File: src/rtl/input_conditioner.sv
// input_conditioner: per-channel synchronizer + debounce FSM for pad inputs.
// Produces a clean level with one-cycle rise/fall pulses per channel.
// Optional auto-repeat on held-high channels: define INPUT_REPEAT_EN.

module input_conditioner_lane #(
  parameter int SYNC_BITS       = 3,
  parameter int DEBOUNCE_CYCLES = 16,
  parameter int REPEAT_DELAY    = 1000,
  parameter int REPEAT_PERIOD   = 250
) (
  input  logic clock,
  input  logic reset,
  input  logic din,
  output logic level,
  output logic rise,
  output logic fall,
  output logic repeat_pulse
);
  typedef enum logic [1:0] {STABLE_LOW, PEND_HIGH, STABLE_HIGH, PEND_LOW} state_t;

  localparam int CW = $clog2(DEBOUNCE_CYCLES + 1);
  localparam logic [CW-1:0] CNT_LAST = CW'(DEBOUNCE_CYCLES - 1);
  localparam logic [CW-1:0] CNT_ONE  = CW'(1);

  logic [SYNC_BITS-1:0] sync_q;
  logic                 synced;
  state_t               state;
  logic [CW-1:0]        cnt;

  // Plain shift-register synchronizer; MSB is the metastability-safe copy.
  always_ff @(posedge clock) begin
    if (reset) sync_q <= '0;
    else       sync_q <= {sync_q[SYNC_BITS-2:0], din};
  end

  assign synced = sync_q[SYNC_BITS-1];

  // Debounce FSM: a new level is accepted after DEBOUNCE_CYCLES equal synced samples.
  always_ff @(posedge clock) begin
    if (reset) begin
      state <= STABLE_LOW;
      cnt   <= '0;
      level <= 1'b0;
      rise  <= 1'b0;
      fall  <= 1'b0;
    end else begin
      rise <= 1'b0;
      fall <= 1'b0;
      case (state)
        STABLE_LOW: if (synced) begin
          if (DEBOUNCE_CYCLES == 1) begin
            state <= STABLE_HIGH;
            level <= 1'b1;
            rise  <= 1'b1;
          end else begin
            state <= PEND_HIGH;
            cnt   <= CNT_ONE;
          end
        end
        PEND_HIGH: if (!synced) begin
          state <= STABLE_LOW;
          cnt   <= '0;
        end else if (cnt == CNT_LAST) begin
          state <= STABLE_HIGH;
          cnt   <= '0;
          level <= 1'b1;
          rise  <= 1'b1;
        end else begin
          cnt <= cnt + CNT_ONE;
        end
        STABLE_HIGH: if (!synced) begin
          if (DEBOUNCE_CYCLES == 1) begin
            state <= STABLE_LOW;
            level <= 1'b0;
            fall  <= 1'b1;
          end else begin
            state <= PEND_LOW;
            cnt   <= CNT_ONE;
          end
        end
        PEND_LOW: if (synced) begin
          state <= STABLE_HIGH;
          cnt   <= '0;
        end else if (cnt == CNT_LAST) begin
          state <= STABLE_LOW;
          cnt   <= '0;
          level <= 1'b0;
          fall  <= 1'b1;
        end else begin
          cnt <= cnt + CNT_ONE;
        end
        default: begin
          state <= STABLE_LOW;
          cnt   <= '0;
        end
      endcase
    end
  end

`ifdef INPUT_REPEAT_EN
  localparam int TW = $clog2(REPEAT_DELAY + REPEAT_PERIOD + 1);
  localparam logic [TW-1:0] T_DLY = TW'(REPEAT_DELAY);
  localparam logic [TW-1:0] T_END = TW'(REPEAT_DELAY + REPEAT_PERIOD);

  logic [TW-1:0] tmr;
  logic [TW-1:0] tmr_nxt;

  assign tmr_nxt = tmr + TW'(1);

  // Dwell timer in STABLE_HIGH; after the first pulse it folds back to
  // REPEAT_DELAY so every later pulse is REPEAT_PERIOD apart.
  always_ff @(posedge clock) begin
    if (reset) begin
      tmr          <= '0;
      repeat_pulse <= 1'b0;
    end else begin
      repeat_pulse <= 1'b0;
      if (state == STABLE_HIGH && synced) begin
        if (tmr_nxt == T_DLY) begin
          repeat_pulse <= 1'b1;
          tmr          <= tmr_nxt;
        end else if (tmr_nxt == T_END) begin
          repeat_pulse <= 1'b1;
          tmr          <= T_DLY;
        end else begin
          tmr <= tmr_nxt;
        end
      end else begin
        tmr <= '0;
      end
    end
  end
`else
  localparam int unused_rpt_cfg = REPEAT_DELAY + REPEAT_PERIOD;
  assign repeat_pulse = 1'b0;
`endif
endmodule

module input_conditioner #(
  parameter int NUM_INPUTS      = 4,
  parameter int SYNC_BITS       = 3,
  parameter int DEBOUNCE_CYCLES = 16,
  parameter int REPEAT_DELAY    = 1000,
  parameter int REPEAT_PERIOD   = 250
) (
  input  logic                  clock,
  input  logic                  reset,
  input  logic [NUM_INPUTS-1:0] in,
  output logic [NUM_INPUTS-1:0] level,
  output logic [NUM_INPUTS-1:0] rise,
  output logic [NUM_INPUTS-1:0] fall,
  output logic [NUM_INPUTS-1:0] repeat_pulse,
  output logic                  any_event
);
  // Channels are fully independent; one lane instance each.
  for (genvar g = 0; g < NUM_INPUTS; g++) begin : g_lane
    input_conditioner_lane #(
      .SYNC_BITS      (SYNC_BITS),
      .DEBOUNCE_CYCLES(DEBOUNCE_CYCLES),
      .REPEAT_DELAY   (REPEAT_DELAY),
      .REPEAT_PERIOD  (REPEAT_PERIOD)
    ) u_lane (
      .clock       (clock),
      .reset       (reset),
      .din         (in[g]),
      .level       (level[g]),
      .rise        (rise[g]),
      .fall        (fall[g]),
      .repeat_pulse(repeat_pulse[g])
    );
  end

  assign any_event = |(rise | fall);
endmodule

File: config.mk
export PLATFORM = sky130hd
export DESIGN_NAME = input_conditioner
export DESIGN_NICKNAME = d
export VERILOG_FILES = /design/src/rtl/input_conditioner.sv
export SDC_FILE = /design/constraint.sdc
export NUM_CORES = 1
export LEC_CHECK = 0
export ABC_AREA = 1
export BUFFER_PORTS_ARGS = -buffer_cell sky130_fd_sc_hd__buf_4
export CORE_MARGIN = 2
export CORE_UTILIZATION = 43
export CTS_CLUSTER_SIZE = 30
export DETAILED_ROUTE_END_ITERATION = 12
export PLACE_DENSITY = 0.72
export SLEW_MARGIN = 20
export SYNTH_ARGS = -nofsm -noshare
export SYNTH_HDL_FRONTEND = slang
export SYNTH_SLANG_ARGS = --single-unit
File: constraint.sdc
create_clock -name clock -period 2.2 [get_ports clock]
set_input_delay 0.22 -clock clock [delete_from_list [all_inputs] [get_ports clock]]
set_output_delay 0.22 -clock clock [all_outputs]
set_load 0.005 [all_outputs]
==> run metrics <==
clk root buf clkbuf_8; Yosys cell types 28; vias in the first global route 1617; largest net degree at the start of global routing 37; # hold bufs at CTS 0; diodes inserted 0; DP Area 2391 sq um; Period Utilization, post-route 62.76%; Commonest cells post-synth nand2_1, dfxtp_1, nor2_1; largest family of logic cells by synthesized area simple AND/OR/NAND/NOR gates; hold path start in[3]; Async SR Flop Fraction 0%; Critical R2R Launch g_lane[1].u_lane.cnt[0]; Post-synth EDFFs 0; Setup CP Type flip-flop to output pin; core area 5140 sq um; post-cts gate resize count 0; die height 77.21 microns; antenna violations before repair 0; worst skew pair latency 0.30 ns; arrival time worst endpoint 1.16 ns; synth-to-layout area growth 9.012%; Congestion Overflow GR 0; synth top area cells dfxtp_1, nand2_1, buf_4; DR vias 1771; Hold EP g_lane[3].u_lane.sync_q[0]; Fin. Hold Viols 0; TritonCTS clock tree built; RSZ-0062 raised after global routing false; CTS Buf Count 5; Leak 0.001047 uW; worst endpoint required time 1.98 ns; drt wl/cell 9.989 microns; XOR/XNOR Fraction of Synth Area 0.7600%; # Post-CTS Setup Buffers 0; die area 5961 sq um; Reg2Reg Setup Slack 0.94 ns; Seq/Total Area, Yosys 45.17%; first-pass GRT wire length 6.568 mm; status complete, no violations; Sum Neg Setup Slack 0 ns; cell area after layout 2512 sq um; Post-Layout Cell Count 380; Final min period 1.381 ns; Buffers on Ports 18; DPL Wire Length 2.743 mm; met3 WL post-DR 137 microns; Synth Area in Simple Gates 31.05%; WL final 3.796 mm; Bufs on Longest Clock Path 2; Yosys Warn Count 0; Peak VDD IR 0.3603 mV; Critical Path Sink Type output pin; met2 wire length 1.667 mm; H-tree levels 2; Post-Synth Adder-Cell Area 2.172%; Initial Util 44.84%; max_cap viols 0; Ports 23; Final #Nets 319; wl on met1 1.919 mm; Max Clk Rate 0.7242 GHz; Rows 26; max layer used met4; clk sinks 52; Routed Antenna Nets 0; Yosys top cell area share 45.17%; GP Congestion 0.8261; Clk pin slew, worst setup/hold paths 0.09 ns; Post-synth top flop dfxtp_1; PD cells 678.2 nW/um^2; clock skew 0.01016 ns; dpl cells 372; Vias per Instance 4.661; post-synthesis average cell area 7.631 sq um; count leader, synth nand2_1; final slew viol count 0; drt pass-1 iters 4; multiplexer area fraction after synthesis 0%; Critical Path Fanout Max 2; chip width 77.21 microns; Starting DRT DRC Count 63; worst-case reg-to-reg path depth 7; final setup fails 0; CP startpoint kind flip-flop; GRT Util Overall 13.67%; Hold Path Class input pin to flip-flop; hold depth 3; Compound-Gate Fraction of Synth Area 8.415%; mapped cell area 2305 sq um; #FFs+latches synth 52; layout cells sized above 1 18.39%; Mapped Cells 302; Yosys top cell by area dfxtp_1; drt drc 0
[critical path: stages (launching register included)]
cell and delay [ns]:
dfxtp_1 0.36, nor4_1 0.29, nand2_1 0.08, buf_4 0.14
[report_power, final]
part	internal, uW	total, uW	switching, uW
Clock	372	674	302
Combinational	21.7	64.6	42.9
Sequential	955	966	10.6
Total	1350	1700	355
[flip-flops by register name, summed over array words and instances, names as in the netlist, named ones only]
register and flops:
g_lane.u_lane.fall 4, g_lane.u_lane.sync_q 12, g_lane.u_lane.level 4, g_lane.u_lane.state 4, g_lane.u_lane.cnt 20, g_lane.u_lane.rise 4
[layout make-up]
type,instances,area (sq um)
flip-flops and latches,52,1041
clock inverters,2,38.79
well taps,70,87.58
fillers,528,2628
repair buffers,18,135.1
multi-input cells,196,992.2
inverters,36,135.1
clock buffers,6,82.58
[placed cells by master, fill, tap and decap left out, drive strengths merged]
cell type	Yosys	routed
clkinv	0	1
o22ai	1	1
o21ai	12	12
clkbuf	0	6
nor3	10	10
nand3b	2	2
o31ai	2	2
dfxtp	52	52
bufinv	0	1
o21bai	2	2
nand2	76	76
a21oi	16	16
conb	1	4
a211oi	1	1
ha	4	4
xnor2	2	2
nand3	14	14
nor4	3	3
nor3b	1	1
inv	36	36
nand4	3	3
nor2	43	43
buf	21	18
[how the worst max path moves through the flow]
stage	from	to	slack, ns
finish	g_lane[0].u_lane.fall	any_event	0.82
global route	g_lane[0].u_lane.fall	any_event	0.75
CTS	g_lane[0].u_lane.fall	any_event	0.79
detailed placement	reset	g_lane[1].u_lane.level	0.93
global placement	reset	g_lane[1].u_lane.level	0.95
floorplan	g_lane[3].u_lane.cnt[0]	flip-flop	1.05
[kinds of logic (layout without fill, tap and decap cells)]
family,count (synthesis),count (layout)
fa+ha+maj,4,4
buf+inv,57,62
compound gates,34,34
flops,52,52
other cells,1,4
xor+xnor,2,2
simple gates,152,152
[routing by layer]
layer,vias up,GRT usage (%)
met5,-,0
met4,0,7.679
met3,5,3.059
met2,29,22.61
met1,788,16.31
li1,949,-
[through the flow]
stage / util (%) / hold slack [ns] / setup slack, ns / power, uW
3_5_place_dp: 46.52 / 0.3957 / 0.9278 / 1053
3_3_place_gp: 46.52 / 0.3898 / 0.9458 / 1051
2_1_floorplan: - / 0.3270 / 1.053 / 1042
6_report: 48.88 / 0.1082 / 0.8192 / 1704
5_1_grt: 48.88 / 0.1013 / 0.7457 / 1784
4_1_cts: 48.88 / 0.09954 / 0.7913 / 1735
Power figures use the tool's default switching activity.
